## src/rtl/regfile_pkg.sv

```systemverilog
// Shared register-file and ALU constants.
// Sizing and the zero-register index live here so the datapath agrees on them.
package regfile_pkg;
  localparam int REG_WIDTH = 32;
  localparam int REG_NREGS = 32;
  localparam int REG_IDX_W = $clog2(REG_NREGS);
  localparam logic [REG_IDX_W-1:0] REG_ZERO = '0;

  // ALU control codes consumed by the execute stage fed from rs_data/rt_data.
  typedef enum logic [2:0] {
    ALU_ADD = 3'd0,
    ALU_SUB = 3'd1,
    ALU_AND = 3'd2,
    ALU_OR  = 3'd3,
    ALU_XOR = 3'd4,
    ALU_SLT = 3'd5
  } alu_op_e;
endpackage

```

## src/rtl/regfile_register_en.sv

```systemverilog
// WIDTH-bit register with load enable and asynchronous active-high clear.
module register_en #(
  parameter int WIDTH = 32
) (
  input  logic             clock,
  input  logic             reset,
  input  logic             en,
  input  logic [WIDTH-1:0] d,
  output logic [WIDTH-1:0] q
);
  always_ff @(posedge clock or posedge reset) begin
    if (reset) q <= '0;
    else if (en) q <= d;
  end
endmodule

```

## src/rtl/regfile.sv

```systemverilog
// Two-read, one-write register file; register 0 is hardwired to zero.
// Define REGFILE_BYPASS_EN to forward rd_data to a read of rd_num in the write cycle.
module regfile
  import regfile_pkg::*;
#(
  parameter int WIDTH = REG_WIDTH,
  parameter int NREGS = REG_NREGS
) (
  input  logic                 clock,
  input  logic                 reset,
  input  logic [REG_IDX_W-1:0] rs_num,
  input  logic [REG_IDX_W-1:0] rt_num,
  input  logic [REG_IDX_W-1:0] rd_num,
  input  logic [WIDTH-1:0]     rd_data,
  input  logic                 rd_we,
  output logic [WIDTH-1:0]     rs_data,
  output logic [WIDTH-1:0]     rt_data
);
  logic [WIDTH-1:0] regs [1:NREGS-1];
  logic [WIDTH-1:0] rs_mux;
  logic [WIDTH-1:0] rt_mux;

  // Index 0 has no storage, so writes to it simply have nowhere to land.
  for (genvar i = 1; i < NREGS; i++) begin : g_reg
    register_en #(.WIDTH(WIDTH)) u_reg (
      .clock (clock),
      .reset (reset),
      .en    (rd_we && (rd_num == REG_IDX_W'(i))),
      .d     (rd_data),
      .q     (regs[i])
    );
  end

  always_comb begin
    rs_mux = '0;
    rt_mux = '0;
    for (int i = 1; i < NREGS; i++) begin
      if (rs_num == REG_IDX_W'(i)) rs_mux = regs[i];
      if (rt_num == REG_IDX_W'(i)) rt_mux = regs[i];
    end
  end

`ifdef REGFILE_BYPASS_EN
  logic fwd_ok;
  assign fwd_ok  = rd_we && (rd_num != REG_ZERO) && !reset;
  assign rs_data = (fwd_ok && (rs_num == rd_num)) ? rd_data : rs_mux;
  assign rt_data = (fwd_ok && (rt_num == rd_num)) ? rd_data : rt_mux;
`else
  assign rs_data = rs_mux;
  assign rt_data = rt_mux;
`endif
endmodule

```

## config.mk

```make
export PLATFORM = sky130hd
export DESIGN_NAME = regfile
export DESIGN_NICKNAME = d
export VERILOG_FILES = /design/src/rtl/regfile_pkg.sv /design/src/rtl/regfile_register_en.sv /design/src/rtl/regfile.sv
export SDC_FILE = /design/constraint.sdc
export NUM_CORES = 2
export LEC_CHECK = 0
export ABC_AREA = 1
export CAP_MARGIN = 20
export CORE_MARGIN = 2
export CORE_UTILIZATION = 32
export CTS_CLUSTER_DIAMETER = 40
export DETAILED_ROUTE_END_ITERATION = 8
export PLACE_DENSITY = 0.5
export SYNTH_ARGS = -nofsm -noshare
export SYNTH_HDL_FRONTEND = slang
export SYNTH_SLANG_ARGS = --single-unit
```

## constraint.sdc

```tcl
create_clock -name clock -period 57.5 [get_ports clock]
set_input_delay 8.625 -clock clock [delete_from_list [all_inputs] [get_ports clock]]
set_output_delay 8.625 -clock clock [all_outputs]
set_load 0.01 [all_outputs]
```

==> summary.md <==
| Metric | Value |
|---|---|
| CP Max Fanout | `46` |
| Antenna cells | `0` |
| Relative slew margins | `25.6%` |
| Crit path max-delay family | `buffers and inverters` |
| Post_cts resized | `0` |
| Tcrit/Tclk final | `40.1%` |
| Largest net degree at the start of global routing | `175` |
| Largest reg by FF count | `g.u_reg.q` |
| CP max stage delay | `0.99 ns` |
| CP Capture Type | `output pin` |
| WL/cell | `23.0 um` |
| # IOs | `114` |
| Cell Area, Synth | `51,300 um2` |
| CTS tree | `built` |
| Util after Layout | `38.0%` |
| H-tree lvl count | `4` |
| Final Max Tran Viols | `0` |
| Post-CTS Hold Fix Bufs | `0` |
| Critical-path cell list | `clkdlybuf4s50_1 > inv_2 > nand2_1 > clkinv_1 > buf_4 > nand2_1 > nand4_1 > nor2_1 > nand4_1 > nor2_1 > nand4_1 > nor2_1 > nand4_1 > nand2_1 > nand4_1 > clkdlybuf4s50_1` |
| Crit path top cell by count | `nand4_1` |
| Post-CTS setup buffers | `0` |
| Fmax | `43.4 MHz` |
| DP HPWL | `138 mm` |
| Vias | `48,953` |
| Net Count, Synth | `7,224` |
| Worst hold-check path type | `reg -> reg` |
| Worst path slowest cell | `clkdlybuf4s50_1` |
| Seq pwr share | `41.0%` |
| Insertion delay to the later sink of the worst-skew pair | `0.79 ns` |
| Switching Power | `0.680 mW` |
| Fin area | `60,300 um2` |
| Core region area | `159,000 um2` |
| Switching Share | `30.0%` |
| Initial core utilization | `32.3%` |
| Sequential fraction of the synthesis area | `48.4%` |
| First-pass iteration count of the detailed router | `9` |
| Die height | `404 um` |
| DRT iter0 DRCs | `5,953` |
| Die width | `404 um` |
| Synth cell types | `29` |
| Share of layout cells above drive strength 1 | `8.46%` |
| DRC | `0` |
| CTS buffer count | `160` |
| # fillers | `16,596` |
| Largest registers | `g.u_reg.q (992)` |
| Routed wire length | `214 mm` |
| Area after DPL | `54,400 um2` |
| Final #Nets | `7,160` |
| CP Launch Type | `input pin` |
| Post-route ant nets | `0` |
| CP required | `48.88 ns` |
| Final hold viol count | `0` |
| Synthesis-stage register bit count | `992` |
| CTS root buf | `clkbuf_16` |
| VDD IR max | `31.8 uV` |
| Synthesis Warnings | `0` |
| Die area | `163,000 um2` |
| GRT Total Usage | `26.0%` |
| Number of buffers inserted by port buffering | `113` |
| Worst Path Buf+Inv | `5` |
| Synth Area per Inst | `7.15 um2` |
| Comb pwr share | `13.0%` |
| Leak | `27.0 nW` |
| RSZ-0062 raised after global routing | `no` |
| Pwr/cell area | `37.6 nW/um2` |
| WP data arrival | `14.40 ns` |
| Internal power | `1.59 mW` |
| Num rows | `146` |
| Min Tclk post-route | `23.03 ns` |
| Setup TNS | `0 ns` |
| Clock power share | `46.0%` |
| GRT overflow | `0` |
| Crit Path Class | `in -> out` |
| First-pass GRT wire length | `316 mm` |
| Vias in the first global route | `45,746` |
| Status | `completed` |
| Worst-Margin Slew | `1.12 ns` |
| Area grow syn2layout | `17.6%` |
| GP Congestion | `0.910` |
| Clock-pin slew on the worst setup and hold paths | `0.05 ns` |
| Clock buffer depth | `3` |
| Via density | `5.25` |
| Max_cap viols | `0` |
| Clk sinks | `992` |
| Cell count after synthesis | `7,174` |
| Layout Skew | `0 ns` |
| Antenna violations before repair | `5` |
| Max reg flops | `992` |
| # setup viols final | `0` |
[Yosys cell counts]
library cell | n | share of area (%)
nand2_1 | 2674 | 20
o21ai_0 | 1035 | 10
dfrtp_1 | 992 | 48
nor2_1 | 646 | 4.7
inv_1 | 472 | 3.5
nand4_1 | 464 | 5.7
clkbuf_1 | 416 | 3.0
nand3_1 | 139 | 1.4
or2_2 | 94 | 1.1
a21oi_1 | 89 | 0.87
buf_2 | 50 | 0.49
inv_2 | 18 | 0.13
nor3_1 | 17 | 0.17
nor2_2 | 13 | 0.16
buf_1 | 10 | 0.073
or2_0 | 8 | 0.098
clkinv_1 | 7 | 0.051
o2111ai_1 | 7 | 0.12
nand3_2 | 4 | 0.078
or2_1 | 4 | 0.049
buf_4 | 3 | 0.044
nand2_2 | 3 | 0.037
nor3_2 | 2 | 0.039
o21ai_1 | 2 | 0.020
nand2_4 | 1 | 0.022
nor2_4 | 1 | 0.022
nor3_4 | 1 | 0.032
nor4_1 | 1 | 0.012
o22ai_1 | 1 | 0.012
[kinds of logic after synthesis]
family,count (synthesis),synth area share (%)
AOI/OAI and AO/OA,1134,11.1
buffers and inverters,976,7.29
DFF,992,48.4
and+or+nand+nor,4072,33.2
[power by group through the flow]
stage               combinational (mW)  sequential (mW)  clock, mW
CTS                              0.296            0.928       1.06
detailed placement               0.296            0.937          0
finish                           0.295            0.930       1.04
global route                     0.336            0.948       1.09
global placement                 0.289            0.935          0
floorplan                        0.185            0.913          0
[per-stage QoR]
stage	hold slack [ns]	cells	setup WS (ns)	total power [mW]
after floorplan	0.453	7174	20.97	1.10
after global placement	0.466	9018	34.58	1.22
after detailed placement	0.472	9019	34.57	1.23
after CTS	0.485	9315	34.56	2.28
after global routing	0.502	9316	34.30	2.37
final	0.479	9316	34.47	2.27
[placed cells by master (no fill, tap or decap), types with 4 or more instances in the layout]
cell type,Yosys,layout
clkinv_2,0,18
bufinv_16,0,24
clkinv_8,0,5
clkbuf_16,0,161
nand3_4,0,4
buf_12,0,4
clkbuf_8,0,22
nor2_1,646,627
a21oi_1,89,89
clkinv_4,0,13
nand2_2,3,27
nand4_1,464,464
clkinvlp_4,0,19
nand3_1,139,133
clkinv_1,7,11
inv_2,18,19
nand3_2,4,6
clkbuf_1,416,15
nor3_1,17,14
o2111ai_1,7,7
or2_0,8,8
or2_1,4,4
inv_1,472,466
clkdlybuf4s50_1,0,113
nand2_1,2674,2649
nor2_2,13,30
buf_4,3,134
or2_2,94,94
inv_6,0,12
o21ai_0,1035,1035
dfrtp_1,992,992
[worst paths after layout]
kind | start | end | slack, ns | cells past startpoint
max | rs_num[4] | rs_data[10] | 34.47 | 16
min | g_reg[4].u_reg.q[17] | g_reg[4].u_reg.q[17] | 0.48 | 2
max reg2reg | g_reg[28].u_reg.q[25] | g_reg[28].u_reg.q[25] | 56.74 | 2
min reg2reg | g_reg[4].u_reg.q[17] | g_reg[4].u_reg.q[17] | 0.48 | 2
max in group asynchronous | reset | g_reg[3].u_reg.q[20] | 46.62 | 4
min in group asynchronous | reset | g_reg[19].u_reg.q[10] | 8.42 | 2
[area by class of cell]
type	count	area (um2)	share of cell area, %
Inverter	497	1870	3.11
Multi-Input combinational cell	5206	22900	38.0
Tap cell	2072	2590	4.30
Clock buffer	198	4390	7.28
Sequential cell	992	24800	41.2
Timing Repair Buffer	253	2260	3.74
Clock inverter	98	1420	2.35
[worst register-to-register path, stage by stage (launching register included)]
cell,delay (ns)
dfrtp_1,0.42
nand2_1,0.08
o21ai_0,0.11
[metal layers]
metal | vias up | global-route usage, % | routed length [um]
met3 | 439 | 4.39 | 17100
met2 | 2125 | 38.5 | 91900
met1 | 23462 | 37.1 | 95700
li1 | 22927 | - | -
met4 | 0 | 11.4 | 9650
met5 | - | 0 | 0
Power figures use the tool's default switching activity.
